`src/rtl/chirp_adc_sampler.sv`:
```
// chirp_adc_sampler
// Paces an IF ADC during FMCW chirps and streams the kept samples out through a
// first-word-fall-through buffer.
//   clk, rst            : single clock, synchronous active-high reset
//   enable_i            : low forces IDLE and restarts the chirp count
//   chirp_start_i/done_i: ramp start / ramp end pulses from the VCO stage
//   chirp_num_i, sample_psc_i, settle_num_i, sample_num_i : per-chirp config,
//                         latched when a chirp starts
//   adc_data_i, adc_clk_o : ADC parallel data in, ADC sample clock out
//   m_*                 : valid/ready sample stream with chirp index and
//                         last / frame_last sidebands
//   clr_err_i, overflow_o, truncated_o : sticky error flags and their clear
//   busy_o              : FSM not IDLE
module chirp_adc_sampler #(
  parameter int SYS_CLK_FREQ_MHZ = 50,
  parameter int ADC_WIDTH        = 12,
  parameter int FIFO_DEPTH       = 16
) (
  input  logic                 clk,
  input  logic                 rst,
  input  logic                 enable_i,
  input  logic                 chirp_start_i,
  input  logic                 chirp_done_i,
  input  logic [4:0]           chirp_num_i,
  input  logic [15:0]          sample_psc_i,
  input  logic [7:0]           settle_num_i,
  input  logic [9:0]           sample_num_i,
  input  logic [ADC_WIDTH-1:0] adc_data_i,
  output logic                 adc_clk_o,
  output logic [ADC_WIDTH-1:0] m_data_o,
  output logic [4:0]           m_chirp_idx_o,
  output logic                 m_last_o,
  output logic                 m_frame_last_o,
  output logic                 m_valid_o,
  input  logic                 m_ready_i,
  input  logic                 clr_err_i,
  output logic                 overflow_o,
  output logic                 truncated_o,
  output logic                 busy_o
);

  localparam int AW = $clog2(FIFO_DEPTH);

  typedef enum logic [1:0] {IDLE, SETTLE, SAMPLE, WAIT_END} state_t;

  typedef struct packed {
    logic [ADC_WIDTH-1:0] data;
    logic [4:0]           idx;
    logic                 last;
    logic                 frame_last;
  } smp_t;

  // The clock frequency only matters to whoever picks sample_psc_i.
  logic unused_freq;
  assign unused_freq = (SYS_CLK_FREQ_MHZ > 0);

  state_t        state_q, state_d;
  logic [15:0]   psc_q, psc_d;
  logic [9:0]    cnt_q, cnt_d;
  logic [4:0]    idx_q, idx_d;
  logic [15:0]   psc_cfg_q, psc_cfg_d;
  logic [7:0]    settle_cfg_q, settle_cfg_d;
  logic [9:0]    samp_cfg_q, samp_cfg_d;
  logic [4:0]    chirp_cfg_q, chirp_cfg_d;
  logic          adc_clk_q, adc_clk_d;
  logic          ovf_q, ovf_d;
  logic          trunc_q, trunc_d;
  logic [AW:0]   wr_ptr_q, wr_ptr_d;
  logic [AW:0]   rd_ptr_q, rd_ptr_d;
  smp_t          mem_q [FIFO_DEPTH];
  smp_t          mem_d [FIFO_DEPTH];

  logic          strobe;
  logic          push, pop, wr_en, full, empty;
  logic          trunc_set, ovf_set, is_last;
  logic [4:0]    idx_next;
  smp_t          push_data;
  smp_t          head;

  assign strobe   = (state_q != IDLE) && (psc_q == psc_cfg_q - 16'd1);
  // Compare with >= so a stale index can never run past the wrap point.
  assign idx_next = (idx_q >= chirp_cfg_q - 5'd1) ? 5'd0 : idx_q + 5'd1;

  // ---------------- sequencing FSM ----------------
  always_comb begin
    state_d      = state_q;
    psc_d        = strobe ? 16'd0 : psc_q + 16'd1;
    cnt_d        = cnt_q;
    idx_d        = idx_q;
    psc_cfg_d    = psc_cfg_q;
    settle_cfg_d = settle_cfg_q;
    samp_cfg_d   = samp_cfg_q;
    chirp_cfg_d  = chirp_cfg_q;
    push         = 1'b0;
    push_data    = '0;
    trunc_set    = 1'b0;
    is_last      = 1'b0;

    case (state_q)
      IDLE: begin
        if (chirp_start_i && enable_i) begin
          psc_cfg_d    = (sample_psc_i < 16'd2) ? 16'd2 : sample_psc_i;
          settle_cfg_d = settle_num_i;
          samp_cfg_d   = (sample_num_i == 10'd0) ? 10'd1 : sample_num_i;
          chirp_cfg_d  = (chirp_num_i == 5'd0) ? 5'd1 : chirp_num_i;
          cnt_d        = '0;
          state_d      = (settle_num_i == 8'd0) ? SAMPLE : SETTLE;
        end
      end
      SETTLE: begin
        if (chirp_done_i) begin
          trunc_set = 1'b1;
          idx_d     = idx_next;
          state_d   = IDLE;
        end else if (strobe) begin
          if (cnt_q == {2'b00, settle_cfg_q} - 10'd1) begin
            cnt_d   = '0;
            state_d = SAMPLE;
          end else begin
            cnt_d = cnt_q + 10'd1;
          end
        end
      end
      SAMPLE: begin
        // A ramp end that lands on a strobe still truncates: the chirp never
        // produces its last sample.
        if (chirp_done_i) begin
          trunc_set = 1'b1;
          idx_d     = idx_next;
          state_d   = IDLE;
        end else if (strobe) begin
          is_last              = (cnt_q == samp_cfg_q - 10'd1);
          push                 = 1'b1;
          push_data.data       = adc_data_i;
          push_data.idx        = idx_q;
          push_data.last       = is_last;
          push_data.frame_last = is_last && (idx_q == chirp_cfg_q - 5'd1);
          if (is_last) state_d = WAIT_END;
          else         cnt_d   = cnt_q + 10'd1;
        end
      end
      WAIT_END: begin
        if (chirp_done_i) begin
          idx_d   = idx_next;
          state_d = IDLE;
        end
      end
      default: state_d = IDLE;
    endcase

    if (!enable_i) begin
      state_d   = IDLE;
      idx_d     = '0;
      push      = 1'b0;
      trunc_set = 1'b0;
    end

    // Prescaler only runs outside IDLE and restarts at 0 when leaving it.
    if (state_d == IDLE || state_q == IDLE) psc_d = '0;
    // Computed from next-state values so adc_clk_o lines up with psc_q.
    adc_clk_d = (state_d != IDLE) && (psc_d >= (psc_cfg_d >> 1));
  end

  // ---------------- output FIFO (first-word-fall-through) ----------------
  assign empty = (wr_ptr_q == rd_ptr_q);
  assign full  = (wr_ptr_q[AW] != rd_ptr_q[AW]) &&
                 (wr_ptr_q[AW-1:0] == rd_ptr_q[AW-1:0]);
  assign pop   = !empty && m_ready_i;
  // A pop in the same cycle frees the slot, so a push into a full buffer
  // is only lost when nothing drains.
  assign wr_en   = push && (!full || pop);
  assign ovf_set = push && full && !pop;

  always_comb begin
    mem_d = mem_q;
    if (wr_en) mem_d[wr_ptr_q[AW-1:0]] = push_data;
    wr_ptr_d = wr_ptr_q + {{AW{1'b0}}, wr_en};
    rd_ptr_d = rd_ptr_q + {{AW{1'b0}}, pop};
    // A new error in the clearing cycle keeps the flag set.
    ovf_d    = (ovf_q   && !clr_err_i) || ovf_set;
    trunc_d  = (trunc_q && !clr_err_i) || trunc_set;
  end

  always_ff @(posedge clk) begin
    if (rst) begin
      state_q      <= IDLE;
      psc_q        <= '0;
      cnt_q        <= '0;
      idx_q        <= '0;
      psc_cfg_q    <= 16'd2;
      settle_cfg_q <= '0;
      samp_cfg_q   <= 10'd1;
      chirp_cfg_q  <= 5'd1;
      adc_clk_q    <= 1'b0;
      ovf_q        <= 1'b0;
      trunc_q      <= 1'b0;
      wr_ptr_q     <= '0;
      rd_ptr_q     <= '0;
      for (int i = 0; i < FIFO_DEPTH; i++) mem_q[i] <= '0;
    end else begin
      state_q      <= state_d;
      psc_q        <= psc_d;
      cnt_q        <= cnt_d;
      idx_q        <= idx_d;
      psc_cfg_q    <= psc_cfg_d;
      settle_cfg_q <= settle_cfg_d;
      samp_cfg_q   <= samp_cfg_d;
      chirp_cfg_q  <= chirp_cfg_d;
      adc_clk_q    <= adc_clk_d;
      ovf_q        <= ovf_d;
      trunc_q      <= trunc_d;
      wr_ptr_q     <= wr_ptr_d;
      rd_ptr_q     <= rd_ptr_d;
      mem_q        <= mem_d;
    end
  end

  assign head           = mem_q[rd_ptr_q[AW-1:0]];
  assign m_data_o       = head.data;
  assign m_chirp_idx_o  = head.idx;
  assign m_last_o       = head.last;
  assign m_frame_last_o = head.frame_last;
  assign m_valid_o      = !empty;
  assign adc_clk_o      = adc_clk_q;
  assign overflow_o     = ovf_q;
  assign truncated_o    = trunc_q;
  assign busy_o         = (state_q != IDLE);

endmodule

```
`config.mk`:
```
export PLATFORM = sky130hd
export DESIGN_NAME = chirp_adc_sampler
export DESIGN_NICKNAME = d
export VERILOG_FILES = /design/src/rtl/chirp_adc_sampler.sv
export SDC_FILE = /design/constraint.sdc
export NUM_CORES = 1
export LEC_CHECK = 0
export ABC_CLOCK_PERIOD_IN_PS = 10400
export BUFFER_PORTS_ARGS = -buffer_cell sky130_fd_sc_hd__buf_2
export CAP_MARGIN = 10
export CORE_UTILIZATION = 30
export DETAILED_ROUTE_END_ITERATION = 10
export SYNTH_ARGS = -nofsm -noshare
export SYNTH_HDL_FRONTEND = slang
export SYNTH_SLANG_ARGS = --single-unit
```
`constraint.sdc`:
```
create_clock -name clk -period 10.4 [get_ports clk]
set_input_delay 1.04 -clock clk [delete_from_list [all_inputs] [get_ports clk]]
set_output_delay 1.04 -clock clk [all_outputs]
set_load 0.03 [all_outputs]
```
==> metrics, run 1 <==
outcome=complete, no violations; Worst path depth=17; RSZ-0062 raised after global routing=no; Die Span Y=254.8 µm; synthesized area=19170 µm²; CTS Buf Count=40; Reg2Reg Depth=17; Critical Path AT=6.53 ns; clock-pin slew on the worst setup and hold paths=0.06 ns; first-pass GRT wire length=89040 µm; reg-to-reg critical path endpoint=adc_clk_o; Post-Place Cell Area=20030 µm²; TritonCTS clock tree=done; later-pin clock latency in the skew report=approximately 0.57 ns; Max VDD drop=approximately 0.095 mV; post-DR vias/cell=5.264; Synth async-reset ratio=0; max_slew headroom=0.1565; Avg Inst Size Synth=8.800 µm²; Total Neg Setup Slack=0 ns; DR WL/cell=between 15 and 20 µm; syn_nets=2272; count of cell types in the netlist=70; Hold WC Path Type=reg -> reg; FILL cells=6536; Worst Setup End Kind=flop; full die area=around 65000 µm²; Initial Util=0.3039; Area Growth Syn to Fin=12.15%; Worst path max stage delay=0.77 ns; ranking of synthesized cells by area=dfxtp_1, nand2_1, mux4_2; GRT Residual Overflow=0; FP Rows=92; EDFF count, synth=0; maximum root-to-sink buffer count=3; IO Port Bufs=81; Hold Vio Cnt, Final=0; Worst Setup SP=psc_cfg_q[7]; vias=15980; Root Buffer=clkbuf_16; maxcap violations=0; DRC Markers=0; 1st-pass router iterations=6; die width=254.8 µm; Cells after Synth=2178; Top FF cell, synth=dfxtp_1; share of Yosys cell area claimed by the top area cell type=0.4063; htree depth=2; largest net degree at the start of global routing=about 140; CP max stage cell=nand3b_4; Setup Viol. Count Final=0; GPL Wtd Cong=approximately 0.85; ANT nets after route=0; vias in the first global route=15340; Max Clk Rate=164.0 MHz; ratio of cells with drive above 1 in the final layout=0.1511; Iter 0 DRT Violations=1432; clock sink count=389; Post-CTS Resized=0; Synth Register Bits=389; Pwr Total=between 3 and 4 mW; crit path max fanout=51; Seq/Total Area, Yosys=0.4063; nature of the critical path startpoint=flop; initial antenna violation count=2; Pleak=7.145 nW; worst setup path end=adc_clk_o; worst path cell trace=or4_1, or3_1, a2111o_1, a21oi_2, nand3b_4, o31a_1, o211a_2, or3_1, ha_1, nand2b_1, a21o_1, a21oi_1, o21ai_0, a2111o_1, o2111ai_1, a31oi_1, o32a_1; Hold Buf Count CTS=0; IO Pins=82; Top delay family on crit path=compound AO/OA/AOI/OAI gates; Detailed Place HPWL=roughly 36000 µm; final instance area=about 21000 µm²; synth warn=0; final slew viol count=0; Critical path buffers and inverters=0; Clock Skews=around 0.026 ns; Hold WS=0.4487 ns; Final Critical Period=6.099 ns; PD cells=roughly 150 nW/µm²; WS Path Type=reg -> reg; Synth area leader=dfxtp_1; final net count=2253; r2r setup slk=4.30 ns; Reg-to-Reg Start=psc_cfg_q[7]; Req. time, crit path=10.84 ns; ant diodes=0; total core area=about 63000 µm²; gr usage total=0.1762; Worst-Margin Slew=1.265 ns; Post-CTS Setup Inserts=0; final period utilization=0.5864; detailed-route wire length=around 58000 µm
## routing by layer
metal  global-route usage  vias up  share of wire
li1                     -     7526              -
met1               0.2302     7776           0.43
met2               0.2917      579           0.47
met3              0.04042       99          0.083
met4              0.04397        2          0.021
met5                    0        -        0.00023
## report_power, final
group / leakage [nW] / total [mW] / switching (mW) / internal [mW]
Clock: 0.722 / 1.59 / 0.639 / 0.955
Combinational: 3.28 / 0.154 / 0.106 / 0.0476
Sequential: 3.14 / 1.51 / 0.0106 / 1.50
Total: 7.14 / 3.26 / 0.756 / 2.50
## final cells by class
type / instances / area [µm²] / share of cell area
clock inverter: 19 / 317.8 / 0.01478
sequential: 389 / 7796 / 0.3627
inverter: 39 / 147.6 / 0.006868
timing repair buffer: 111 / 640.6 / 0.02980
clock buffer: 54 / 1145 / 0.05326
tap: 846 / 1059 / 0.04924
multi-input combinational: 1578 / 10390 / 0.4834
## per-stage QoR
step	setup slack [ns]	cells	util
finish	4.301	3036	0.3408
global route	3.951	3036	0.3408
floorplan	5.675	2178	-
global placement	4.375	2963	0.3176
CTS	4.287	3036	0.3408
detailed placement	4.324	2963	0.3176
## synthesized netlist by cell type, drive strengths merged (4+ instances only)
| cell type | instances |
|---|---|
| or4 | 22 |
| xor2 | 27 |
| nor3 | 30 |
| o21ai | 18 |
| ha | 36 |
| nand2b | 6 |
| mux4 | 95 |
| or2 | 5 |
| xnor2 | 47 |
| a21oi | 323 |
| buf | 80 |
| a211oi | 5 |
| nor2b | 14 |
| o41ai | 4 |
| nor4 | 59 |
| and2 | 5 |
| and3 | 10 |
| nand2 | 644 |
| or3 | 7 |
| nand3 | 20 |
| nand4 | 28 |
| o311ai | 8 |
| mux2i | 32 |
| clkbuf | 92 |
| dfxtp | 389 |
| inv | 39 |
| nor2 | 77 |
## layout by cell type (no fill, tap or decap), types with 8 or more instances in the layout
cell type  count
mux2i_1       32
nand2_1      643
xnor2_1       47
nor4_4        31
nand3_1       19
clkinv_2      10
nor4_1        23
and3_1        10
or4_1         21
nor2_1        76
nand4_1       28
xor2_1        27
nor2b_1       14
buf_2         80
o21ai_0       18
o311ai_0       8
dfxtp_1      386
nor3_1        29
mux4_2        95
a21oi_1      322
inv_1         38
ha_1          36
clkbuf_16     41
buf_4         30
## tightest hold or removal path, cell delays in order (launching register included)
cell and delay [ns]:
dfxtp_1 0.31, nand2_1 0.05, a21oi_1 0.05
## flip-flops by register name, indices dropped and copies added, names as in the netlist, 8 cells and up
register and cells:
settle_cfg_q 8, psc_q 16, psc_cfg_q 16, samp_cfg_q 10, mem_q 304, cnt_q 10
## logic make-up after synthesis
| family | after synthesis | share of synthesized area |
|---|---|---|
| XOR/XNOR | 74 | 0.03381 |
| flip-flops | 389 | 0.4063 |
| buffers and inverters | 211 | 0.05307 |
| AND/OR/NAND/NOR | 942 | 0.2396 |
| multiplexers | 129 | 0.1295 |
| AO/OA/AOI/OAI | 397 | 0.1142 |
| adder cells (fa/ha/maj) | 36 | 0.02350 |
## worst min-delay path by stage
stage,end,start,cells past startpoint,slack [ns]
floorplan,mem_q[101],mem_q[101],2,0.43
global placement,mem_q[141],mem_q[141],2,0.43
detailed placement,mem_q[250],mem_q[250],2,0.44
CTS,mem_q[250],mem_q[250],2,0.45
global route,mem_q[206],mem_q[206],2,0.47
finish,mem_q[225],mem_q[225],2,0.45
No activity file was read; power rests on OpenSTA's default activity.
==> inputs of run 2 (changes only) <==
Settings changed: ABC_CLOCK_PERIOD_IN_PS 10400 to 5500.
Clock period 10.4 ns to 5.5 ns, I/O delays scaled along.
==> run 2 against run 1 <==
- register-to-register slack worse by 3.9 ns
- sequential share of layout area is 0.083 points higher
- critical path depth stayed put
- cell count is 0.16% higher
==> metrics, run 2 (synthesis results as in run 1) <==
htree depth=2 (unchanged); initial antenna violation count=1 (-1); Root Buffer=clkbuf_16; clock-pin slew on the worst setup and hold paths=0.06 ns (about the same); Hold WC Path Type=in -> reg; Max VDD drop=0.1832 mV (+92%); placed cell count=2971 (+0.27%); ANT nets after route=0 (unchanged); IO Pins=82 (unchanged); CTS Buf Count=41 (+2.5%); RSZ-0062 raised after global routing=no; full die area=64910 µm² (unchanged); Post-CTS Setup Inserts=0 (unchanged); IO Port Bufs=81 (unchanged); Detailed Place HPWL=35360 µm (-2.5%); Post-CTS Resized=0 (unchanged); Req. time, crit path=5.94 ns (-4.90 ns); Hold Buf Count CTS=0 (unchanged); Total Neg Setup Slack=0 ns (unchanged); nature of the critical path startpoint=flop; ratio of cells with drive above 1 in the final layout=0.1508 (-0.0003443); Reg2Reg Depth=17 (unchanged); r2r setup slk=0.40 ns (-3.90 ns); clock sink count=389 (unchanged); WS Path Type=reg -> reg; Post-Layout Cell Count=3041 (+0.16%); Final Critical Period=5.101 ns (-0.9981 ns); DR WL/cell=18.69 µm (-1.6%); first-pass GRT wire length=87530 µm (-1.7%); final period utilization=0.9274 (+0.3410); P_int=4.530 mW (+81%); Hold Vio Cnt, Final=0 (unchanged); Worst Setup End Kind=flop; register share of total power=0.480 (+0.017); Pleak=7.120 nW (-0.34%); outcome=complete, no violations; detailed-route wire length=56840 µm (-1.5%); DRC Markers=0 (unchanged); 1st-pass router iterations=5 (-1); most frequent cells in the layout=nand2_1, dfxtp_1, a21oi_1, mux4_2, buf_2; final slew viol count=0 (unchanged); GPL Wtd Cong=0.8354 (-1.6%); Setup Viol. Count Final=0 (unchanged); worst slack, placed=0.4127 ns (-3.911 ns); Max Clk Rate=196.1 MHz (+20%); setup ws final=0.3995 ns (-3.902 ns); GRT Residual Overflow=0 (unchanged); gr usage total=0.1735 (-0.002735); vias in the first global route=15450 (+0.73%); most common cell after layout, fill and taps aside=nand2_1; FP Rows=92 (unchanged); Largest Register=mem_q; Sw Share=0.2369 (+0.004690); later-pin clock latency in the skew report=0.57 ns (about the same); Area Growth Syn to Fin=11.89%; largest net degree at the start of global routing=235 (+64%); Gate power share=0.050 (+0.003); post-DR vias/cell=5.256 (-0.16%); PD cells=276.8 nW/µm² (+83%); Critical Path AT=5.55 ns (-0.98 ns); total core area=63080 µm² (unchanged); maximum root-to-sink buffer count=3 (unchanged); Worst Setup SP=psc_cfg_q[7]; max FFs per register=304 (unchanged); Clk pwr share=0.470 (-0.020); P_sw=1.406 mW (+86%); Clock Skews=0.01464 ns (-0.01137 ns); final net count=2262 (+0.40%); Iter 0 DRT Violations=1581 (+10%); Initial Util=0.3039 (unchanged); Worst-Margin Slew=1.262 ns (-0.003473 ns); Die Span Y=254.8 µm (unchanged); max_slew headroom=0.1589 (+0.002316); vias=15980 (unchanged); worst setup path end=adc_clk_o; ant diodes=0 (unchanged); crit path max fanout=7 (-86%); reg-to-reg critical path endpoint=adc_clk_o; die width=254.8 µm (unchanged); Largest regs=mem_q (304), psc_cfg_q (16), psc_q (16); maxcap violations=0 (unchanged); TritonCTS clock tree=done; Reg-to-Reg Start=psc_cfg_q[7]
## run 2: critical path: stages, from the launching register on
cell and delay, ns:
dfxtp_1 0.40, or4_1 0.56, or3_1 0.31, a2111o_1 0.42, a21oi_2 0.28, nand4_1 0.21, o31a_1 0.35, o211a_2 0.25
or3_1 0.35, ha_1 0.29, nand2b_1 0.14, a21o_1 0.17, a21oi_1 0.16, o21ai_0 0.12, a2111o_1 0.41, o2111ai_1 0.11
a31oi_1 0.12, o32a_1 0.34
## run 2: power by group through the flow
stage               registers [mW]  clock network (mW)  logic, mW
floorplan                     2.91                   0      0.214
global placement              2.91                   0      0.286
detailed placement            2.91                   0      0.292
CTS                           2.85                2.85      0.293
global route                  2.85                2.97      0.324
finish                        2.85                2.79      0.294
## run 2: through the flow
stage / area [µm²] / power [mW] / utilization / hold WS, ns
global route: 21450 / 6.142 / 0.3400 / 0.2281
finish: 21450 / 5.936 / 0.3400 / 0.2382
global placement: 20110 / 3.198 / 0.3187 / 0.4342
CTS: 21450 / 5.994 / 0.3400 / 0.2103
detailed placement: 20110 / 3.206 / 0.3187 / 0.4416
floorplan: 19170 / 3.124 / - / 0.4286
## run 2: layer usage
metal | up-vias | wire [µm] | track usage
met5 | - | 13 | 0
met3 | 105 | 4844 | 0.03470
met4 | 2 | 1578 | 0.05526
met1 | 7734 | 24120 | 0.2301
li1 | 7531 | - | -
met2 | 610 | 26280 | 0.2814
## run 2: cell type report
| cell class | instances | area [µm²] |
|---|---|---|
| Tap cell | 846 | 1059 |
| Timing Repair Buffer | 119 | 713.2 |
| Sequential cell | 389 | 7796 |
| Inverter | 39 | 147.6 |
| Fill cell | 6497 | 41630 |
| Clock inverter | 9 | 150.1 |
| Clock buffer | 61 | 1191 |
| Multi-Input combinational cell | 1578 | 10390 |
## run 2: how the worst min path moves through the flow
stage                         start              end  slack (ns)  cells past startpoint
finish              settle_num_i[7]  settle_cfg_q[7]        0.24                      3
floorplan                mem_q[101]       mem_q[101]        0.43                      2
CTS                 settle_num_i[7]  settle_cfg_q[7]        0.21                      3
detailed placement        mem_q[92]        mem_q[92]        0.44                      2
global placement          mem_q[35]        mem_q[35]        0.43                      2
global route        sample_psc_i[0]     psc_cfg_q[0]        0.23                      3
